## src/rtl/ariane_pkg.sv

```systemverilog
// Shared frontend types: the RAS entry and the state encoding of the commit-side repair FSM.
package ariane_pkg;

    typedef struct packed {
        logic        valid;
        logic [63:0] ra;
    } ras_t;

    typedef enum logic [1:0] {
        IDLE,
        CLEAR,
        REPLAY
    } ras_repair_state_e;

endpackage

```

## src/rtl/ras_arch_stack.sv

```systemverilog
// Architectural (committed) copy of the return address stack; entry 0 is the top.
module ras_arch_stack
    import ariane_pkg::*;
#(
    parameter int unsigned DEPTH = 2,
    parameter int unsigned CNT_W = $clog2(DEPTH + 1),
    parameter int unsigned IDX_W = $clog2(DEPTH)
) (
    input  logic             clk_i,
    input  logic             rst_ni,
    input  logic             call_i,
    input  logic             ret_i,
    input  logic [63:0]      ra_i,
    input  logic [IDX_W-1:0] rd_idx_i,
    output logic [63:0]      rd_ra_o,
    output logic [CNT_W-1:0] cnt_o
);

    localparam logic [CNT_W-1:0] CNT_MAX = CNT_W'(DEPTH);

    ras_t             stack_q [DEPTH];
    ras_t             stack_d [DEPTH];
    logic [CNT_W-1:0] cnt_q;
    logic [CNT_W-1:0] cnt_d;

    always_comb begin
        stack_d = stack_q;
        cnt_d   = cnt_q;
        if (call_i && ret_i) begin
            // A call paired with a return only swaps the top; an empty stack gains it.
            stack_d[0] = ras_t'{valid: 1'b1, ra: ra_i};
            if (cnt_q == '0) cnt_d = CNT_W'(1);
        end else if (call_i) begin
            for (int i = DEPTH - 1; i > 0; i--) stack_d[i] = stack_q[i-1];
            stack_d[0] = ras_t'{valid: 1'b1, ra: ra_i};
            if (cnt_q != CNT_MAX) cnt_d = cnt_q + CNT_W'(1);
        end else if (ret_i && cnt_q != '0) begin
            for (int i = 0; i < DEPTH - 1; i++) stack_d[i] = stack_q[i+1];
            stack_d[DEPTH-1] = '0;
            cnt_d = cnt_q - CNT_W'(1);
        end
    end

    // NOTE: this is a handful of flops, not a RAM, and must read back as zero after
    // reset, so every entry is reset; a real memory array would be left unreset.
    always_ff @(posedge clk_i) begin
        if (!rst_ni) begin
            for (int i = 0; i < DEPTH; i++) stack_q[i] <= '0;
            cnt_q <= '0;
        end else begin
            stack_q <= stack_d;
            cnt_q   <= cnt_d;
        end
    end

    assign rd_ra_o = stack_q[rd_idx_i].ra;
    assign cnt_o   = cnt_q;

endmodule

```

## src/rtl/ras_repair.sv

```systemverilog
// Commit-side RAS repair: flushes the speculative RAS and replays the committed stack bottom-first.
// Optional statistics counters are built when RAS_REPAIR_STATS_EN is defined.
module ras_repair
    import ariane_pkg::*;
#(
    parameter int unsigned DEPTH = 2
) (
    input  logic        clk_i,
    input  logic        rst_ni,
    input  logic        commit_call_i,
    input  logic        commit_ret_i,
    input  logic [63:0] commit_ra_i,
    input  logic        repair_i,
    input  logic        fe_push_i,
    input  logic        fe_pop_i,
    input  logic [63:0] fe_data_i,
    output logic        ras_flush_o,
    output logic        ras_push_o,
    output logic        ras_pop_o,
    output logic [63:0] ras_data_o,
    output logic        stall_fe_o,
    output logic        busy_o,
    output logic        done_o
`ifdef RAS_REPAIR_STATS_EN
   ,output logic [31:0] repair_cnt_o,
    output logic [31:0] overflow_cnt_o
`endif
);

    localparam int unsigned CNT_W = $clog2(DEPTH + 1);
    localparam int unsigned IDX_W = $clog2(DEPTH);

    ras_repair_state_e state_q, state_d;
    logic [CNT_W-1:0]  idx_q, idx_d;
    logic              dirty_q, dirty_d;
    logic              done_q, done_d;
    logic [CNT_W-1:0]  arch_cnt;
    logic [63:0]       arch_ra;
    logic              commit_any;
    logic              busy;

    assign commit_any = commit_call_i | commit_ret_i;
    assign busy       = (state_q != IDLE);

    ras_arch_stack #(
        .DEPTH (DEPTH)
    ) i_arch_stack (
        .clk_i    (clk_i),
        .rst_ni   (rst_ni),
        .call_i   (commit_call_i),
        .ret_i    (commit_ret_i),
        .ra_i     (commit_ra_i),
        .rd_idx_i (IDX_W'(idx_q - CNT_W'(1))),
        .rd_ra_o  (arch_ra),
        .cnt_o    (arch_cnt)
    );

    // NOTE: every signal driven here gets its default first, so no path leaves one
    // unassigned and no latch is inferred.
    always_comb begin
        state_d     = state_q;
        idx_d       = idx_q;
        dirty_d     = dirty_q | (busy & commit_any);
        done_d      = 1'b0;
        ras_flush_o = 1'b0;
        ras_push_o  = 1'b0;
        ras_pop_o   = 1'b0;
        ras_data_o  = '0;

        // Wherever idx is loaded from the count, a commit in that same cycle is not yet
        // visible in arch_cnt, so it marks the new replay dirty instead of being lost.
        unique case (state_q)
            IDLE: begin
                ras_push_o = fe_push_i;
                ras_pop_o  = fe_pop_i;
                ras_data_o = fe_data_i;
                if (repair_i) begin
                    state_d = CLEAR;
                    idx_d   = arch_cnt;
                    dirty_d = commit_any;
                end
            end
            CLEAR: begin
                ras_flush_o = 1'b1;
                if (idx_q == '0) begin
                    state_d = IDLE;
                    done_d  = 1'b1;
                end else begin
                    state_d = REPLAY;
                end
            end
            REPLAY: begin
                ras_push_o = 1'b1;
                ras_data_o = arch_ra;
                idx_d      = idx_q - CNT_W'(1);
                if (idx_q == CNT_W'(1)) begin
                    if (dirty_q || commit_any) begin
                        state_d = CLEAR;
                        idx_d   = arch_cnt;
                        dirty_d = commit_any;
                    end else begin
                        state_d = IDLE;
                        done_d  = 1'b1;
                    end
                end
            end
            default: state_d = IDLE;
        endcase

        if (repair_i && busy) begin
            state_d = CLEAR;
            idx_d   = arch_cnt;
            dirty_d = commit_any;
            done_d  = 1'b0;
        end
    end

    always_ff @(posedge clk_i) begin
        if (!rst_ni) begin
            state_q <= IDLE;
            idx_q   <= '0;
            dirty_q <= 1'b0;
            done_q  <= 1'b0;
        end else begin
            state_q <= state_d;
            idx_q   <= idx_d;
            dirty_q <= dirty_d;
            done_q  <= done_d;
        end
    end

    assign busy_o     = busy;
    assign stall_fe_o = busy;
    assign done_o     = done_q;

`ifdef RAS_REPAIR_STATS_EN
    logic [31:0] repair_cnt_q, repair_cnt_d;
    logic [31:0] overflow_cnt_q, overflow_cnt_d;

    always_comb begin
        repair_cnt_d   = repair_cnt_q;
        overflow_cnt_d = overflow_cnt_q;
        if (repair_i && repair_cnt_q != '1) repair_cnt_d = repair_cnt_q + 32'd1;
        if (commit_call_i && arch_cnt == CNT_W'(DEPTH) && overflow_cnt_q != '1)
            overflow_cnt_d = overflow_cnt_q + 32'd1;
    end

    always_ff @(posedge clk_i) begin
        if (!rst_ni) begin
            repair_cnt_q   <= '0;
            overflow_cnt_q <= '0;
        end else begin
            repair_cnt_q   <= repair_cnt_d;
            overflow_cnt_q <= overflow_cnt_d;
        end
    end

    assign repair_cnt_o   = repair_cnt_q;
    assign overflow_cnt_o = overflow_cnt_q;
`endif

endmodule

```

## config.mk

```make
export PLATFORM = sky130hd
export DESIGN_NAME = ras_repair
export DESIGN_NICKNAME = d
export VERILOG_FILES = /design/src/rtl/ariane_pkg.sv /design/src/rtl/ras_arch_stack.sv /design/src/rtl/ras_repair.sv
export SDC_FILE = /design/constraint.sdc
export NUM_CORES = 1
export LEC_CHECK = 0
export ABC_AREA = 1
export CAP_MARGIN = 20
export CORE_ASPECT_RATIO = 1.25
export CORE_MARGIN = 5
export CORE_UTILIZATION = 25
export CTS_BUF_LIST = sky130_fd_sc_hd__clkbuf_8
export DETAILED_ROUTE_END_ITERATION = 10
export GPL_TIMING_DRIVEN = 0
export PLACE_DENSITY = 0.48
export SYNTH_ARGS = -nofsm -noshare
export SYNTH_HDL_FRONTEND = slang
export SYNTH_HIERARCHICAL = 1
export SYNTH_SLANG_ARGS = --single-unit
export TNS_END_PERCENT = 20
```

## constraint.sdc

```tcl
create_clock -name clk_i -period 2.35 [get_ports clk_i]
set_clock_uncertainty 0.05 [all_clocks]
set_input_delay 0.3525 -clock clk_i [delete_from_list [all_inputs] [get_ports clk_i]]
set_output_delay 0.3525 -clock clk_i [all_outputs]
set_load 0.03 [all_outputs]
```

==> impl_metrics.env <==
export IMPL_required_ps=1950
export IMPL_worst_pin_slew_ps=548
export IMPL_cts_sinks=136
export IMPL_dp_cells=1681
export IMPL_clock_latency_ps=440
export IMPL_status="finished, violations left"
export IMPL_p_leak_nw=4.27
export IMPL_drv_cap=0
export IMPL_cp_slowest_cell="dfxtp_2"
export IMPL_start_kind="register"
export IMPL_ctsHtreeMaxLevel=4
export IMPL_place_congestion=0.797
export IMPL_r2r_setup_slack_ps=810
export IMPL_synth_compound_area_share_pct=26.6
export IMPL_nets=1447
export IMPL_violations="setup timing"
export IMPL_drtPass1Iterations=7
export IMPL_row_count=70
export IMPL_wirelength_um=28600
export IMPL_crit_buf_inv=5
export IMPL_fmax_mhz=422
export IMPL_die_w_um=163
export IMPL_synth_top_family_by_area="compound AO/OA/AOI/OAI gates"
export IMPL_drt_vias_per_instance=4.62
export IMPL_via_count=7920
export IMPL_crit_chain="inv_1, ha_1, buf_6, buf_12, buf_8, a22o_1, clkdlybuf4s15_2"
export IMPL_yosysSeqAreaShare_pct=37.1
export IMPL_synth_cells=1081
export IMPL_fin_crit_ps=2370
export IMPL_start_util_pct=25.2
export IMPL_p_total_mw=6.72
export IMPL_io_buffer_count=204
export IMPL_drive_gt1_share_pct=14.9
export IMPL_finalSetupViolCount=10
export IMPL_grt_max_degree=17
export IMPL_synth_cell_area_um2=7330
export IMPL_grt_pass1_vias=7967
export IMPL_cts_clk_slew_worst_paths_ps=80
export IMPL_slew_headroom_pct=63.5
export IMPL_powerDensity_nw_per_um2=649
export IMPL_overflow=0
export IMPL_worstSetupPathType="reg -> out"
export IMPL_period_share_pct=101
export IMPL_synthSimpleGateAreaFrac_pct=23.5
export IMPL_cts_tree="yes"
export IMPL_slew_violations=0
export IMPL_stdcell_count=1715
export IMPL_fp_dieH_um=201
export IMPL_postRouteAntennaNets=0
export IMPL_antenna_found_initial=0
export IMPL_first_iter_violations=366
export IMPL_synth_seq_cells=136
export IMPL_io_pins=205
export IMPL_end_kind="output pin"
export IMPL_synth_xor_xnor_area_share_pct=0
export IMPL_critPathArrivalTime_ps=1970
export IMPL_vdd_drop_max_mv=0.336
export IMPL_critPathMaxFanout=10
export IMPL_synth_warnings=6
export IMPL_route_detailed_drc=0
export IMPL_grt_pass1_wl_um=44200
export IMPL_die_area_um2=32900
export IMPL_slowest_delay_ps=360
export IMPL_synthMuxAreaShare_pct=0
export IMPL_cts_buffer_depth=2
export IMPL_synthAdderAreaFrac_pct=1.02
export IMPL_track_usage_pct=17.0
export IMPL_avgSynthCellArea_um2=6.78
export IMPL_crit_family="buffers and inverters"
export IMPL_synth_cell_types=26
export IMPL_synthToLayoutAreaGrowth_pct=41.1
export IMPL_syn_num_nets=1222
export IMPL_hold_viol=0
export IMPL_final_cell_mix="nor2_1 (197), nand2_1 (147), clkdlybuf4s50_1 (136)"
export IMPL_hold_class="reg -> reg"
export IMPL_layout_commonest_cell="nor2_1"
export IMPL_core_area_um2=29100
export IMPL_cts_root_buf="clkbuf_8"
export IMPL_rsz0062_at_grt="true"
export IMPL_post_drt_wl_per_cell_um=16.7
export IMPL_antenna_cells=0
export IMPL_fin_ws_ps=-19.1
export IMPL_dp_hpwl_um=20500
export IMPL_numCtsBuffers=17
area by class of cell:
class,count,area (µm²)
fill,3257,18700
sequential,136,2730
clock buffer,17,234
timing repair buffer,206,1900
buffer,91,707
multi-input combinational,768,3770
tap,396,495
clock inverter,15,188
inverter,86,325
cells in the mapped netlist (all sizes together):
| master | n | area, µm² |
|---|---|---|
| nor2 | 201 | 774 |
| nand2 | 152 | 583 |
| dfxtp | 136 | 2720 |
| o21ai | 136 | 696 |
| a21oi | 134 | 671 |
| inv | 86 | 325 |
| nand3 | 71 | 360 |
| a22o | 64 | 561 |
| buf | 58 | 409 |
| clkbuf | 33 | 124 |
| ha | 6 | 75.1 |
| o31ai | 2 | 15.0 |
| a21boi | 1 | 11.3 |
| and2 | 1 | 6.26 |
registers in the layout (all words and copies together), names as in the netlist:
name / cells
dirty_q: 1
done_o: 1
i_arch_stack/cnt_o: 2
i_arch_stack/stack_q: 128
idx_q: 2
state_q: 2
logic make-up after synthesis:
group | Yosys count
compound gates | 337
buf+inv | 177
simple gates | 425
fa+ha+maj | 6
flops | 136
worst register-to-register path: cells and delay by family, from the launching register on:
kind	cells	cell delay (ps)
AND/OR/NAND/NOR	3	500
flip-flops	1	400
buffers and inverters	2	390
AO/OA/AOI/OAI	1	60
through the flow:
step	hold slack [ps]	setup slack [ps]	utilization, %	TNS [ps]	instance area (µm²)
2_1_floorplan	404	524	-	0	7330
6_report	431	-19.1	35.6	-97.9	10300
4_1_cts	426	-80.7	36.0	-2570	10500
3_3_place_gp	416	-821	33.9	-59580	9870
5_1_grt	446	-105	35.6	-1490	10300
3_5_place_dp	423	-805	33.9	-56290	9870
power breakdown:
group,internal (mW),switching (mW)
sequential,2.44,0.0943
clock,1.15,0.960
combinational,0.865,1.21
path summary, 6_finish.rpt:
check,from,endpoint,cells after the start
setup reg to reg,i_arch_stack/cnt_o[0],i_arch_stack/stack_q[59],6
hold / removal,i_arch_stack/stack_q[8],i_arch_stack/stack_q[8],2
setup / recovery,state_q[1],ras_data_o[45],7
hold reg to reg,i_arch_stack/stack_q[8],i_arch_stack/stack_q[8],2
metal layers:
| metal | wire length, µm | vias up | part of all wire [%] | global-route usage [%] |
|---|---|---|---|---|
| li1 | - | 4032 | - | - |
| met1 | 12400 | 3707 | 43 | 20.9 |
| met2 | 14500 | 170 | 51 | 30.6 |
| met3 | 1360 | 11 | 4.8 | 3.18 |
| met4 | 364 | 0 | 1.3 | 4.08 |
| met5 | 0 | - | 0 | 0 |
timing repair:
item,in CTS,in global routing
pin swaps,0,1
setup endpoints to repair,68,57
buffers inserted,1,1
hold buffers,0,0
gates resized for setup,288,108
Power figures use the tool's default switching activity.
